$ cat config.mk
export PLATFORM = sky130hd
export DESIGN_NAME = bus_width_splitter
export DESIGN_NICKNAME = d
export VERILOG_FILES = /design/src/rtl/bus_width_splitter.sv
export SDC_FILE = /design/constraint.sdc
export NUM_CORES = 1
export LEC_CHECK = 0
export BUFFER_PORTS_ARGS = -buffer_cell sky130_fd_sc_hd__buf_2
export CORE_AREA = 4 4 155 157
export CTS_CLUSTER_SIZE = 40
export DETAILED_ROUTE_END_ITERATION = 10
export DIE_AREA = 0 0 159 161
export GPL_ROUTABILITY_DRIVEN = 1
export PLACE_DENSITY_LB_ADDON = 0.1
export SETUP_SLACK_MARGIN = 0.2
export SYNTH_ARGS = -nofsm -noshare
export SYNTH_HDL_FRONTEND = slang
export SYNTH_SLANG_ARGS = --single-unit
$ cat constraint.sdc
create_clock -name clk -period 2.5 [get_ports clk]
set_input_delay 0.125 -clock clk [delete_from_list [all_inputs] [get_ports clk]]
set_output_delay 0.125 -clock clk [all_outputs]
set_load 0.1 [all_outputs]
$ cat src/rtl/bus_width_splitter.sv
// bus_width_splitter
// ------------------
// Takes one wide request (BusWidthA bits) and plays it out as
// Factor = BusWidthA/BusWidthB narrow beats on a downstream memory port,
// lowest slice first. Read data from the beats is assembled back into one
// wide response that is reported with a single-cycle resp_valid pulse.
//
// Optional feature (compile-time macro BUS_SPLIT_SKIP_EMPTY_EN):
//   when defined, write beats whose byte-enable slice is all zero are not
//   issued; a write with no enabled bytes completes without any beat.
//   Reads are always issued in full.
//
// Ports
//   clk, rst      clock; synchronous active-high reset
//   req_valid     in   upstream request present
//   req_ready     out  splitter idle, request accepted when req_valid is high
//   req_addr      in   byte address (low log2(BusWidthA/8) bits ignored)
//   req_we        in   1 = write, 0 = read
//   req_w_data    in   wide write data
//   req_w_sel     in   wide byte enables
//   resp_valid    out  one-cycle pulse: request complete
//   resp_r_data   out  assembled read data (0 for writes), held until next accept
//   mem_valid     out  downstream beat presented
//   mem_ready     in   downstream beat accepted this cycle
//   mem_addr      out  beat byte address
//   mem_we        out  beat direction
//   mem_w_data    out  beat write data
//   mem_w_sel     out  beat byte enables
//   mem_r_data    in   beat read data, valid when mem_valid && mem_ready
//   dbg_state     out  current FSM state (0 = IDLE, 1 = BEAT)
//
// Handshake: a transfer happens on a rising edge where valid && ready are
// both high. Once mem_valid is raised, every mem_* output stays constant
// until the beat is taken; req_ready never depends on req_valid.

module bus_width_splitter #(
   parameter int AddrBusWidth = 32,
   parameter int BusWidthA    = 64,
   parameter int BusWidthB    = 32
) (
   input  logic                      clk,
   input  logic                      rst,
   input  logic                      req_valid,
   output logic                      req_ready,
   input  logic [AddrBusWidth-1:0]   req_addr,
   input  logic                      req_we,
   input  logic [BusWidthA-1:0]      req_w_data,
   input  logic [BusWidthA/8-1:0]    req_w_sel,
   output logic                      resp_valid,
   output logic [BusWidthA-1:0]      resp_r_data,
   output logic                      mem_valid,
   input  logic                      mem_ready,
   output logic [AddrBusWidth-1:0]   mem_addr,
   output logic                      mem_we,
   output logic [BusWidthB-1:0]      mem_w_data,
   output logic [BusWidthB/8-1:0]    mem_w_sel,
   input  logic [BusWidthB-1:0]      mem_r_data,
   output logic                      dbg_state
);

   localparam int Factor = BusWidthA / BusWidthB;
   localparam int KW     = (Factor > 1) ? $clog2(Factor) : 1;
   localparam int SelB   = BusWidthB / 8;
   localparam int OffA   = $clog2(BusWidthA / 8);
   localparam int OffB   = $clog2(BusWidthB / 8);
   localparam logic [KW-1:0] LastK = KW'(Factor - 1);
   // Clears the address bits below one wide word.
   localparam logic [AddrBusWidth-1:0] AlignMask =
      ~AddrBusWidth'((64'd1 << OffA) - 64'd1);

   if ((BusWidthA < BusWidthB) || ((BusWidthA % BusWidthB) != 0)) begin : g_bad_ratio
      $error("bus_width_splitter: BusWidthA must be a multiple of BusWidthB");
   end
   if ((BusWidthA < 8) || ((BusWidthA & (BusWidthA - 1)) != 0) ||
       (BusWidthB < 8) || ((BusWidthB & (BusWidthB - 1)) != 0)) begin : g_bad_width
      $error("bus_width_splitter: bus widths must be powers of two >= 8");
   end

   typedef enum logic {
      IDLE = 1'b0,
      BEAT = 1'b1
   } state_t;

   state_t                    state_q, state_d;
   logic [KW-1:0]             k_q;
   logic [AddrBusWidth-1:0]   base_q;
   logic                      we_q;
   logic [BusWidthA-1:0]      wdata_q;
   logic [BusWidthA/8-1:0]    wsel_q;
   logic [BusWidthA-1:0]      rbuf_q;

   logic                      accept;
   logic                      beat_done;
   logic [KW-1:0]             first_k;
   logic                      first_any;
   logic [KW-1:0]             next_k;
   logic                      next_any;
   logic [BusWidthA-1:0]      rbuf_merged;
   int                        k_int;

   assign req_ready = (state_q == IDLE);
   assign dbg_state = state_q;
   assign accept    = req_valid && req_ready;
   assign beat_done = (state_q == BEAT) && mem_ready;
   assign k_int     = int'(k_q);

   // Beat selection: first beat on accept, following beat after a completion.
   always_comb begin
      first_k   = '0;
      first_any = 1'b1;
      next_k    = k_q + KW'(1);
      next_any  = (k_q != LastK);
`ifdef BUS_SPLIT_SKIP_EMPTY_EN
      // Descending scan so the lowest qualifying slice wins.
      if (req_we) begin
         first_any = 1'b0;
         for (int i = Factor - 1; i >= 0; i--) begin
            if (|req_w_sel[i*SelB +: SelB]) begin
               first_k   = KW'(i);
               first_any = 1'b1;
            end
         end
      end
      if (we_q) begin
         next_k   = '0;
         next_any = 1'b0;
         for (int i = Factor - 1; i >= 0; i--) begin
            if ((i > k_int) && (|wsel_q[i*SelB +: SelB])) begin
               next_k   = KW'(i);
               next_any = 1'b1;
            end
         end
      end
`endif
   end

   // Read buffer with the current beat's data folded in.
   always_comb begin
      rbuf_merged = rbuf_q;
      if (!we_q) begin
         rbuf_merged[k_int*BusWidthB +: BusWidthB] = mem_r_data;
      end
   end

   // Downstream beat outputs; zero whenever no beat is presented.
   always_comb begin
      mem_valid  = (state_q == BEAT);
      mem_addr   = '0;
      mem_we     = 1'b0;
      mem_w_data = '0;
      mem_w_sel  = '0;
      if (state_q == BEAT) begin
         mem_addr   = base_q + (AddrBusWidth'(k_q) << OffB);
         mem_we     = we_q;
         mem_w_data = wdata_q[k_int*BusWidthB +: BusWidthB];
         mem_w_sel  = wsel_q[k_int*SelB +: SelB];
      end
   end

   // FSM next state.
   always_comb begin
      state_d = state_q;
      case (state_q)
         IDLE: if (accept && first_any) state_d = BEAT;
         BEAT: if (beat_done && !next_any) state_d = IDLE;
         default: state_d = IDLE;
      endcase
   end

   always_ff @(posedge clk) begin
      if (rst) state_q <= IDLE;
      else     state_q <= state_d;
   end

   always_ff @(posedge clk) begin
      if (rst) begin
         k_q         <= '0;
         base_q      <= '0;
         we_q        <= 1'b0;
         wdata_q     <= '0;
         wsel_q      <= '0;
         rbuf_q      <= '0;
         resp_valid  <= 1'b0;
         resp_r_data <= '0;
      end else begin
         resp_valid <= 1'b0;
         if (accept) begin
            base_q  <= req_addr & AlignMask;
            we_q    <= req_we;
            wdata_q <= req_w_data;
            wsel_q  <= req_w_sel;
            rbuf_q  <= '0;
            k_q     <= first_k;
            // Nothing to issue: complete straight away with empty data.
            if (!first_any) begin
               resp_valid  <= 1'b1;
               resp_r_data <= '0;
            end
         end
         if (beat_done) begin
            rbuf_q <= rbuf_merged;
            if (next_any) begin
               k_q <= next_k;
            end else begin
               resp_valid  <= 1'b1;
               resp_r_data <= rbuf_merged;
            end
         end
      end
   end

endmodule
==> metrics list, run 1 <==
* Number of instances in the synthesized netlist: around 1000
- Fin Setup TNS: 0 ns
- TritonCTS clock tree: yes
- After detailed placement, the design holds a cell count of about 1500.
- In this run the deepest clock path goes through 3 buffers.
- Entering global routing, the biggest net connects ~100 pins.
- Number of clock sinks seen by CTS: 233
- The number of global-route vias before repair is approximately 8300.
* Area taken by multi-input logic gates: approximately 0.0040 mm2
- The global routing stage identified its most utilized layer as met2.
- For this run, design rule violations remaining after detail routing come to 0.
* Register bit total from synthesis: approximately 230
* Reg2Reg Launch Point: k_q$_SDFF_PP0_
- Worst Hold Launch: mem_ready
- Detail Placement HPWL: 15300 um
* Total wirelength of the detailed-routed design: 25800 um
* Worst-case hold slack: ~0.11 ns
- Power density normalized to cell area: between 700 and 800 mW/mm2
* Die width: 159 um
- Final core area utilization: 57.7%
- During I/O placement, the number of pins put on the boundary was ~280.
* Initial core utilization: roughly two fifths
- Reg2reg path depth: 4
- The number of antenna violations at the first check in global routing is 1.
* Crit Path Max Fanout: 38
- Dividing the detail-routed via count by the number of cells gives a little under 5.
* TritonCTS buffer count: 27
* Post-synthesis mux area share: about 11%
- Launching element type of the critical path: flip-flop
* Die footprint: between 0.02 and 0.03 mm2
- Routing usage on met1: between 20% and 30%
- Static Leak: between 0.005 and 0.006 uW
* Netlist cell types: 27
- Number of DRC markers in iteration 0: ~380
- For this run, global-route usage on met2 was measured as 33.3%.
* Crit Path Class: reg -> out
- After clock tree synthesis, the clock-pin slew on the worst setup and hold paths is roughly 0.060 ns.
* Simple-gate portion of the synthesized area: between 10% and 20%
- Area used by sequential logic in the layout: around 0.0047 mm2
* FILL cells: 2030
- Mapped Avg Cell Area: a little under 9 um2
- Between clock sinks in the finished design, the worst skew comes to ~0.0085 ns.
- IR analysis of the VDD net gives a maximum drop of ~0.48 mV.
- The initialized floorplan defines 55 standard-cell rows.
- Drt pass-1 iters: 4
- The flow ran to the end, and the final reports show no timing, DRC or antenna violations.
- The top cell types in the final layout, fill and taps aside, are 270 x sky130_fd_sc_hd__nand2_1, 269 x sky130_fd_sc_hd__buf_2, 231 x sky130_fd_sc_hd__dfxtp_1.
- Final instance count without filler cells: 1681
- Max-cap violation count: 0
- Main combinational cell family by area after synthesis: compound AO/OA/AOI/OAI gates
* Total gr overflow: 0
- In this run the critical register-to-register path is captured at resp_r_data[63]$_SDFFE_PP0P_.
- Area of the mapped netlist: approximately 0.0089 mm2
- After layout, the worst path uses 87.7% of the clock period.
- Met3 Resource Use GR: under 10%
- All-layer global routing usage: about a fifth
- RSZ-0062 raised after global routing: no
- Worst min-delay path class: in -> reg
- CTS placed an instance of sky130_fd_sc_hd__clkbuf_16 at the clock tree root.
- Yosys warnings: 0
* Per-cell routed wire length: 15.3 um
- Arrival time of data at the critical path endpoint: approximately 2.1 ns
- Along the worst hold path, the cell count comes to 3.
- At the pin with the least slew margin, the transition time is 0.635 ns.
- For this run, the register share of the synthesized area comes to between 50% and 60%.
* Port buffer count: approximately 270
- For hold timing, the worst endpoint is k_q$_SDFF_PP0_.
- The detail route stage leaves a number of antenna-violating nets equal to 0.
- Endpoint class of the critical path: output pin
- Fraction of layout cells with a size suffix above 1: approximately a quarter
* Die outline height: roughly 160 um
- The final hold violation count was 0.
* Fraction of synthesized cell area in xor and xnor cells: 0%
* Global-route wire length before repair: around 43000 um
- Relative to the synthesized area, the layout overhead comes to 45.2%.
- Required time of the worst setup path: around 2.4 ns
- R2r setup slk: 0.76 ns
* Max Slew Vio Count: 0
* Clock latency on the worst-skew pair: roughly 0.5 ns
- Final period demand of the worst path: 2.19 ns
- Highest achievable clock rate: ~460 MHz
- Adder and majority gate portion of the synthesized area: 0%
- Setup violations remaining at the end of the flow were counted as 0.
- Area of the core: roughly 0.023 mm2
- CTS built an H-tree with a depth of 1.
- Detailed routing inserted a total of approximately 8000 vias.
- In this run the tightest slew margin relative to its limit is around 58%.
- Worst setup path startpoint: k_q$_SDFF_PP0_
* Synthesized-area fraction occupied by ao, oa, aoi and oai cells: roughly 16%
- Final weighted congestion of routability-driven global placement: 0.767
- Final nets: 1515
- The library cell used most frequently in the layout, excluding fill and tap cells, is sky130_fd_sc_hd__nand2_1.
## cells by family (layout without fill, tap and decap cells)
kind of cell / Yosys count / after routing
AOI/OAI and AO/OA: 235 / 235
buffers and inverters: 85 / 479
and+or+nand+nor: 345 / 345
DFF: 233 / 233
muxes: 100 / 100
other: 1 / 4
## report_power, final
| part | switching (uW) | internal (uW) | leakage, uW | total (uW) |
|---|---|---|---|---|
| clock network | 1570 | 2500 | 0.000458 | 4070 |
| logic | 794 | 469 | 0.00329 | 1260 |
| registers | 61.0 | 3840 | 0.00190 | 3900 |
## repair_timing
action / CTS / global route
setup buffers: 0 / 0
hold buffers: 135 / 0
setup endpoints to repair: 0 / 1
gates resized for setup: 0 / 1
hold endpoints to repair: 231 / 0
## registers in the layout, indices dropped and copies added (netlist names)
name         flops
wdata_q         64
resp_valid       1
we_q             1
rbuf_q          64
base_q          29
k_q              1
resp_r_data     64
dbg_state        1
wsel_q           8
## through the flow
| stage | instance area (um2) | worst slack, ns | power, uW |
|---|---|---|---|
| 2_1_floorplan | 9010 | -0.187 | 4750 |
| 3_3_place_gp | 10700 | 0.790 | 5080 |
| 3_5_place_dp | 10700 | 0.768 | 5090 |
| 4_1_cts | 13000 | 0.255 | 9350 |
| 5_1_grt | 13000 | 0.221 | 9620 |
| 6_report | 13000 | 0.307 | 9230 |
## how the worst max path moves through the flow
stage                                         endpoint  cells past startpoint
after CTS                               mem_w_data[11]                      4
final                                   mem_w_data[28]                      4
after global placement    resp_r_data[33]$_SDFFE_PP0P_                      4
after floorplan                         mem_w_data[10]                      4
after global routing                    mem_w_data[28]                      4
after detailed placement  resp_r_data[33]$_SDFFE_PP0P_                      4
## Yosys cell counts
| library cell | count | area share [%] |
|---|---|---|
| sky130_fd_sc_hd__a21oi_1 | 103 | 5.8 |
| sky130_fd_sc_hd__nand3_1 | 1 | 0.056 |
| sky130_fd_sc_hd__nand2_1 | 270 | 11 |
| sky130_fd_sc_hd__clkbuf_1 | 26 | 1.1 |
| sky130_fd_sc_hd__nand2b_1 | 1 | 0.070 |
| sky130_fd_sc_hd__and2_1 | 31 | 2.2 |
| sky130_fd_sc_hd__nor2b_4 | 1 | 0.15 |
| sky130_fd_sc_hd__dfxtp_1 | 233 | 52 |
| sky130_fd_sc_hd__a31oi_1 | 1 | 0.070 |
| sky130_fd_sc_hd__mux2i_1 | 100 | 11 |
| sky130_fd_sc_hd__o21ai_1 | 64 | 3.6 |
| sky130_fd_sc_hd__buf_2 | 36 | 2.0 |
| sky130_fd_sc_hd__or2_1 | 1 | 0.070 |
| sky130_fd_sc_hd__a311oi_2 | 1 | 0.17 |
| sky130_fd_sc_hd__a311oi_4 | 1 | 0.29 |
| sky130_fd_sc_hd__inv_2 | 2 | 0.084 |
| sky130_fd_sc_hd__buf_1 | 14 | 0.59 |
| sky130_fd_sc_hd__nor4_2 | 1 | 0.14 |
| sky130_fd_sc_hd__nor2b_1 | 1 | 0.070 |
| sky130_fd_sc_hd__nor2_1 | 36 | 1.5 |
| sky130_fd_sc_hd__buf_4 | 3 | 0.25 |
| sky130_fd_sc_hd__nor3b_2 | 1 | 0.14 |
| sky130_fd_sc_hd__o21a_1 | 1 | 0.084 |
| sky130_fd_sc_hd__conb_1 | 1 | 0.042 |
| sky130_fd_sc_hd__buf_6 | 4 | 0.50 |
| sky130_fd_sc_hd__nor2_2 | 1 | 0.070 |
| sky130_fd_sc_hd__a22o_1 | 64 | 6.3 |
## critical path: stages, from the launching register on
cell and delay, ns:
sky130_fd_sc_hd__dfxtp_2 0.46, sky130_fd_sc_hd__buf_12 0.29, sky130_fd_sc_hd__mux2i_1 0.17, sky130_fd_sc_hd__nor2_4 0.14
sky130_fd_sc_hd__buf_2 0.43
## layer usage
metal / routed length (um) / up-vias / share of wire [%]
li1: - / 4117 / -
met1: 11400 / 3780 / 44
met2: 12100 / 232 / 47
met3: 1660 / 44 / 6.4
met4: 653 / 0 / 2.5
met5: 0 / - / 0
## area by class of cell
type	count	area share [%]
Antenna cell	2	0.0386
Clock buffer	35	5.98
Clock inverter	14	1.31
Inverter	2	0.0578
Multi-Input combinational cell	682	30.8
Sequential cell	233	36.0
Tap cell	285	2.75
Timing Repair Buffer	428	23.1
Power figures use the tool's default switching activity.
==> inputs of run 2 (changes only) <==
ABC_AREA = 1   (was default)
CORE_AREA = 4 4 164 166   (was 4 4 155 157)
DIE_AREA = 0 0 168 170   (was 0 0 159 161)
==> metrics list, run 2 <==
- Fill cells in the final layout number 2407.
- Area of the mapped netlist: between 0.01 and 0.015 mm2
- RSZ-0062 raised after global routing: no
* Number of buffers added for setup after CTS: 0
* TritonCTS clock tree: yes
* Number of clock sinks seen by CTS: ~230
- Register bit total from synthesis: approximately 230
- The routed design could run at a clock period as short as approximately 2.1 ns.
* Peak ir drop on the vdd network: 0.444 mV
- All-layer global routing usage: a little over a fifth
- Die footprint: 0.0286 mm2
- Together, buffers and inverters on the worst path number 3.
- DRC violations left: 0
- Per report_power, the clock group accounts for between 40% and 50% of the total.
- Reg2reg path depth: 5
- Commonest non-fill, non-tap cell in the layout: sky130_fd_sc_hd__nor2_1
* Port buffer count: roughly 270
- Detail Placement HPWL: 19100 um
- After the first detailed-routing iteration, the DRC count stood at about 740.
- Synthesis handed over a netlist of roughly 1500 instances.
- Run status: finished, final reports clean
- Fin Setup TNS: 0 ns
- Signed area change from the synthesized netlist to the final layout: 43.7%
- Total gr overflow: 0
- During synthesis, Yosys emitted a total of 0 warnings.
- Main synth FF type: sky130_fd_sc_hd__dfxtp_1
- Global-route wire length before repair: 51700 um
- Max-slew headroom: between 40% and 50%
* Crit Path Class: reg -> out
- The synthesized design devotes to its leading area cell type between 40% and 50% of total area.
* Total cell area at the placement stage: approximately 0.012 mm2
- Detailed routing inserted a total of 10500 vias.
- Arrival time of data at the critical path endpoint: 1.96 ns
- Among all stages on the critical path, the largest delay is contributed by sky130_fd_sc_hd__dfxtp_4.
- Leading registers by flop count: rbuf_q (64), resp_r_data (64), wdata_q (64)
- Counting flops with a built-in enable in the synthesized netlist gives 0.
- Cell types with the largest area share after synthesis: sky130_fd_sc_hd__dfxtp_1 46%, sky130_fd_sc_hd__nand3_1 11%, sky130_fd_sc_hd__nor2_1 10%
* Clk slew on worst S/H paths: around 0.06 ns
- In this run the deepest clock path goes through 3 buffers.
- The number of antenna violations at the first check in global routing came to 0.
* R2r setup slk: around 0.64 ns
* Max-cap violation count: 0
- Leading area contributor after synthesis: sky130_fd_sc_hd__dfxtp_1
* Largest delay contributor family on the critical path: buffers and inverters
- Top-level port count: 278
- In this run the power density over the cells is roughly 680 mW/mm2.
* Comb pwr share: 18.4%
- At the pin with the least slew margin, the transition time is 0.816 ns.
- Number of setup violations in the final report: 0
- The floorplan step set the die width to between 150 and 200 um.
* Max Slew Vio Count: 0
- The critical path ends at mem_w_data[27].
- Static Leak: 0.00659 uW
* Fraction of layout cells with a size suffix above 1: a little over a fifth
* Commonest non-fill, non-tap cells in the layout: 238 x sky130_fd_sc_hd__nor2_1, 236 x sky130_fd_sc_hd__buf_2, 231 x sky130_fd_sc_hd__dfxtp_1
- In this run, distinct cell masters in the synthesized netlist total 20.
* Pint: 7070 uW
* Final weighted congestion of routability-driven global placement: about 0.74
* Worst min-delay path class: in -> reg
- The worst setup path is captured at an output pin.
* Most common cell in the netlist: sky130_fd_sc_hd__nor2_1
* Fraction of the cycle the final worst path needs: approximately 84%
- Switching power summed over all nets: around 2800 uW
- The final layout contains routed wiring with a total length of approximately 32000 um.
- Final ANT Viol Nets: 0
- Post-synth top cells: 274 x sky130_fd_sc_hd__nor2_1, 233 x sky130_fd_sc_hd__dfxtp_1, 224 x sky130_fd_sc_hd__nand3_1, 195 x sky130_fd_sc_hd__nand2_1, 141 x sky130_fd_sc_hd__o21ai_0
- CTS built an H-tree with a depth of 1.
* Mapped Avg Cell Area: 6.95 um2
* Worst setup path startpoint: k_q$_SDFF_PP0_
- Root Buffer: sky130_fd_sc_hd__clkbuf_16
- Data on the critical path is required at its endpoint by approximately 2.4 ns.
* Per-cell routed wire length: about 15 um
* Reg2Reg Launch Point: k_q$_SDFF_PP0_
* Largest net degree at the start of global routing: 170
- Sequential cells were found to cover a little under half of the synthesized design area.
- The number of global-route vias before repair came to slightly above 10000.
- TritonCTS buffer count: 27
* Std-Cell Rows: just under 60
- On the worst path, the slowest cell contributes a delay of 0.42 ns.
- Of the total power, the share spent switching nets is roughly 29%.
- Design Area, Final: 0.0145 mm2
* Cell count along the critical path: 5
* Final nets: between 1500 and 2000
- Sequential share of power: between 40% and 50%
- In this run the critical register-to-register path is captured at rbuf_q[28]$_SDFFE_PP0P_.
- The initial utilization of the core area, before any placement, comes to approximately two fifths.
* Detailed-route vias per instance: just under 5
* Share of async-settable or async-resettable flops after synthesis: 0%
- Measured along the y axis, the die boundary spans 170 um.
* Clock latency on the worst-skew pair: around 0.52 ns
* Crit Path Max Fanout: 36
- The region available for standard cell placement spans ~0.026 mm2.
* Number of failing hold endpoints at the final stage: 0
- Highest achievable clock rate: approximately 480 MHz
- Launching element type of the critical path: flip-flop
- The first detailed-routing pass ran for 5 iterations.
- Clock skew on the completed layout was measured at around 0.012 ns.
* Critical-path cell list: inv_2, buf_4, nor2_1, nor2_4, buf_12
==> run 2: changes by cell type in the layout (fill, tap and decap cells not counted), sizes merged, moves of 4 or more <==
cell | previous run | this run
dlygate4sd3 | 135 | 129
nand3 | 1 | 225
clkinvlp | 4 | 0
mux2i | 100 | 0
and2 | 31 | 0
nor2 | 37 | 275
clkbuf | 36 | 41
nand2 | 270 | 198
a21oi | 103 | 67
clkinv | 7 | 2
inv | 2 | 134
o21ai | 64 | 202
a22o | 64 | 0
==> run 2: per-layer routing <==
metal / track usage, % / up-vias / wire length [um] / share of wire [%]
li1: - / 5320 / - / -
met1: 26.7 / 4792 / 13600 / 43
met2: 38.4 / 304 / 15500 / 49
met3: 4.65 / 40 / 2200 / 6.9
met4: 4.83 / 0 / 503 / 1.6
met5: 0 / - / 0 / 0
==> run 2: how the worst min path moves through the flow <==
stage	startpoint	to	cells past startpoint
2_1_floorplan	req_addr[31]	base_q[31]$_SDFFE_PP0N_	2
3_3_place_gp	req_addr[30]	base_q[30]$_SDFFE_PP0N_	3
3_5_place_dp	req_w_data[51]	wdata_q[51]$_SDFFE_PP0N_	3
4_1_cts	mem_r_data[5]	resp_r_data[5]$_SDFFE_PP0P_	5
5_1_grt	mem_r_data[5]	resp_r_data[5]$_SDFFE_PP0P_	5
6_report	mem_r_data[5]	resp_r_data[37]$_SDFFE_PP0P_	5
==> run 2: cell families after synthesis <==
group | Yosys count | share of synthesized area, %
simple gates | 698 | 29.0
compound gates | 269 | 13.3
buf+inv | 250 | 11.4
flops | 233 | 46.2
other cells | 1 | 0.0372
==> run 2: timing repair <==
action / 4_1_cts / 5_1_grt
setup endpoints to repair: 0 / 10
hold endpoints to repair: 142 / 0
gates resized for setup: 0 / 1
hold buffers: 129 / 0
==> run 2: power groups by stage <==
stage | sequential (uW) | combinational, uW | clock, uW
final | 3970 | 1820 | 4100
after global routing | 3990 | 1990 | 4370
after CTS | 3970 | 1830 | 4210
after detailed placement | 4060 | 1670 | 0
after global placement | 4050 | 1660 | 0
after floorplan | 4080 | 1170 | 0
==> run 2: worst reg2reg max path: stages (launching register included) <==
cell	delay (ns)
sky130_fd_sc_hd__dfxtp_4	0.42
sky130_fd_sc_hd__nor2_2	0.62
sky130_fd_sc_hd__buf_4	0.38
sky130_fd_sc_hd__nand2_1	0.12
sky130_fd_sc_hd__nand3_1	0.10
sky130_fd_sc_hd__a21oi_1	0.06
==> run 2: area by class of cell <==
class | count | area [um2] | area share (%)
clock buffer | 41 | 798 | 5.51
multi-input combinational | 969 | 4550 | 31.4
clock inverter | 6 | 130 | 0.898
tap | 335 | 419 | 2.89
timing repair buffer | 423 | 3420 | 23.6
inverter | 134 | 505 | 3.49
sequential | 233 | 4670 | 32.2
antenna | 1 | 2.50 | 0.0173
==> run 2: through the flow <==
step	total power, uW	std cells	setup WS, ns	util, %	hold WS [ns]
2_1_floorplan	5250	1452	0.406	-	0.288
3_3_place_gp	5710	1965	0.582	47.9	0.375
3_5_place_dp	5720	1965	0.557	47.9	0.380
4_1_cts	10000	2141	0.270	56.6	0.00687
5_1_grt	10400	2141	0.279	56.6	0.0199
6_report	9900	2142	0.411	56.6	0.0159
==> inputs of run 3 (changes only) <==
clock period = 2.1 ns   (was 2.5 ns; I/O delays follow)
==> metrics list, run 3 (synthesis gave the netlist of run 2 again) <==
- Run status: finished, final reports clean
- Worst setup path startpoint: k_q$_SDFF_PP0_
- The worst setup path is captured at an output pin.
- The worst register-to-register path begins at k_q$_SDFF_PP0_.
- Maximum single-stage delay on the critical path: around 0.38 ns
- The clock period could shrink to approximately 1.8 ns.
- The count of nets left with antenna violations once routing finished came out at 0.
- Setup violations remaining at the end of the flow were counted as 0.
- Crit Path Class: reg -> out
- Detail Placement HPWL: 19300 um
- Detailed-route vias per instance: 4.95
* Number of DRC markers in iteration 0: ~690
- Arrival time of data at the critical path endpoint: between 1.5 and 2 ns
- In the routed design, unresolved DRC markers number 0.
- Largest delay contributor family on the critical path: buffers and inverters
- RSZ-0062 raised after global routing: yes
* Launching element type of the critical path: flip-flop
- TritonCTS created 27 clock buffers.
* Clock tree buffer depth: 3
* Signed area change from the synthesized netlist to the final layout: 47.8%
- The initialized floorplan defines 59 standard-cell rows.
- CTS saw 233 sinks.
- The first global-routing pass estimated slightly above 50000 um of wire.
- Top-level port count: 278
* Cell count along the critical path: 5
- Signal routing reaches up to met5.
- After clock tree synthesis, the clock-pin slew on the worst setup and hold paths is approximately 0.060 ns.
* Initial antenna violation count: 1
- TritonCTS clock tree: yes
- For the worst-skew pair, the clock arrives at the later sink with an insertion delay of ~0.53 ns.
- In this run the tightest slew margin relative to its limit is a little under two fifths.
- Met3 layer wire length in the routed design: ~2000 um
- In the final layout, the share of cells above drive strength 1 is between 20% and 30%.
- Antenna cells: 0
* Root Buffer: sky130_fd_sc_hd__clkbuf_16
- Max Slew Vio Count: 0
- Per-cell routed wire length: roughly 15 um
- Worst min-delay path class: in -> reg
* Port buffer count: between 200 and 300
* Reg2reg path depth: 5
- After routing, the total negative slack on setup checks comes to 0 ns.
- Total wirelength of the detailed-routed design: 32300 um
- The die is roughly 170 um wide.
- Power density normalized to cell area: ~760 mW/mm2
- The initial utilization of the core area, before any placement, comes to approximately 39%.
- All-layer global routing usage: between 20% and 30%
* Number of failing hold endpoints at the final stage: 0
- After detailed routing, the wire length on met1 is ~15000 um.
* Static Leak: around 0.0064 uW
- Die outline height: 170 um
- Actual transition at the worst max-transition pin: ~0.93 ns
* Area of the core: around 0.026 mm2
- Routed via count: between 10000 and 15000
- At the worst endpoint, the required time is ~2.0 ns.
* Max-cap violation count: 0
- Setup slack on the worst reg-to-reg path comes out at 0.29 ns.
* Largest net degree at the start of global routing: approximately 130
- The net count of the finished layout is approximately 1900.
* Number of buffers and inverters on the critical path: 3
- Walking the worst path, the cells encountered are inv_2, buf_12, nor2_1, nor2_4, buf_4.
- Length of routed met2 wiring: roughly 15000 um
- Total power after layout: roughly 11000 uW
- In this run the worst path has a maximum fanout of 36.
* Commonest non-fill, non-tap cell in the layout: sky130_fd_sc_hd__nor2_1
* Post-route clock skew: approximately 0.020 ns
* Final weighted congestion of routability-driven global placement: just under 0.8
* H-Tree Level Count: 1
* Peak ir drop on the vdd network: between 0.6 and 0.7 mV
- Leading registers by flop count: rbuf_q (64), resp_r_data (64), wdata_q (64)
* Slowest library cell on the worst path: sky130_fd_sc_hd__dfxtp_4
- The die covers 0.0286 mm2.
- The first detailed-routing pass ran for 5 iterations.
* Highest achievable clock rate: ~540 MHz
* Fraction of the cycle the final worst path needs: roughly 88%
- For this run the aggregate overflow at the end of global routing stands at 0.
- In this run the critical register-to-register path is captured at rbuf_q[17]$_SDFFE_PP0P_.
- In this run the worst setup path terminates at mem_w_data[19].
* Commonest non-fill, non-tap cells in the layout: 238 x sky130_fd_sc_hd__nor2_1, 231 x sky130_fd_sc_hd__dfxtp_1, 224 x sky130_fd_sc_hd__nand3_1
* Vias in the first global route: about 9900
- On the final layout, the worst hold slack is approximately 0.13 ns.
-- run 3: changes by cell type in the layout (fill, tap and decap cells not counted), moves of 6 or more --
cell,change
sky130_fd_sc_hd__clkinvlp_4,+30
sky130_fd_sc_hd__buf_12,+11
sky130_fd_sc_hd__inv_1,-30
sky130_fd_sc_hd__buf_2,-30
sky130_fd_sc_hd__dlygate4sd3_1,+6
sky130_fd_sc_hd__buf_6,+12
sky130_fd_sc_hd__buf_4,+17
-- run 3: layout make-up --
class,instances,area (um2)
well taps,335,419
clock buffers,40,774
flip-flops and latches,233,4670
repair buffers,440,3850
clock inverters,3,18.8
multi-input cells,970,4560
fillers,2425,10700
inverters,134,618
-- run 3: worst min-delay path by stage --
stage | from | end | slack [ns] | cells after the start
after floorplan | req_addr[31] | base_q[31]$_SDFFE_PP0N_ | 0.27 | 2
after global placement | req_w_data[44] | wdata_q[44]$_SDFFE_PP0N_ | 0.36 | 3
after detailed placement | req_w_data[50] | wdata_q[50]$_SDFFE_PP0N_ | 0.36 | 3
after CTS | rst | resp_r_data[46]$_SDFFE_PP0P_ | 0.12 | 4
after global routing | rst | resp_r_data[46]$_SDFFE_PP0P_ | 0.17 | 4
final | rst | resp_r_data[46]$_SDFFE_PP0P_ | 0.13 | 4
-- run 3: layer usage --
metal  up-vias  track usage (%)
met5         -                0
met4         2             5.26
met3        48             3.62
met2       290             35.0
met1      4978             29.3
li1       5353                -
-- run 3: worst reg2reg max path, cell delays in order, from the launching register on --
cell and delay [ns]:
sky130_fd_sc_hd__dfxtp_4 0.38, sky130_fd_sc_hd__buf_4 0.18, sky130_fd_sc_hd__nor2_2 0.73, sky130_fd_sc_hd__nand2_1 0.17, sky130_fd_sc_hd__nand3_1 0.14, sky130_fd_sc_hd__a21oi_1 0.06
-- run 3: power by group --
part | switching (uW) | internal, uW | total, uW
Combinational | 1490 | 787 | 2280
Clock | 1800 | 2520 | 4320
Sequential | 103 | 4630 | 4730
Total | 3400 | 7930 | 11300
-- run 3: stage by stage --
step	worst slack, ns	instances	area [um2]	util (%)
floorplan	0.214	1452	10500	-
global placement	0.331	1971	12600	49.0
detailed placement	0.329	1971	12600	49.0
CTS	0.219	2154	14900	58.1
global route	0.192	2155	14900	58.2
finish	0.255	2155	14900	58.2
-- run 3: what timing repair did --
action | 4_1_cts | 5_1_grt
hold buffers | 135 | 0
cloned | 1 | 1
pin swaps | 0 | 1
resized for setup | 29 | 13
buffers inserted | 4 | 0
endpoints found under the setup margin | 47 | 22
hold endpoints to repair | 179 | 0
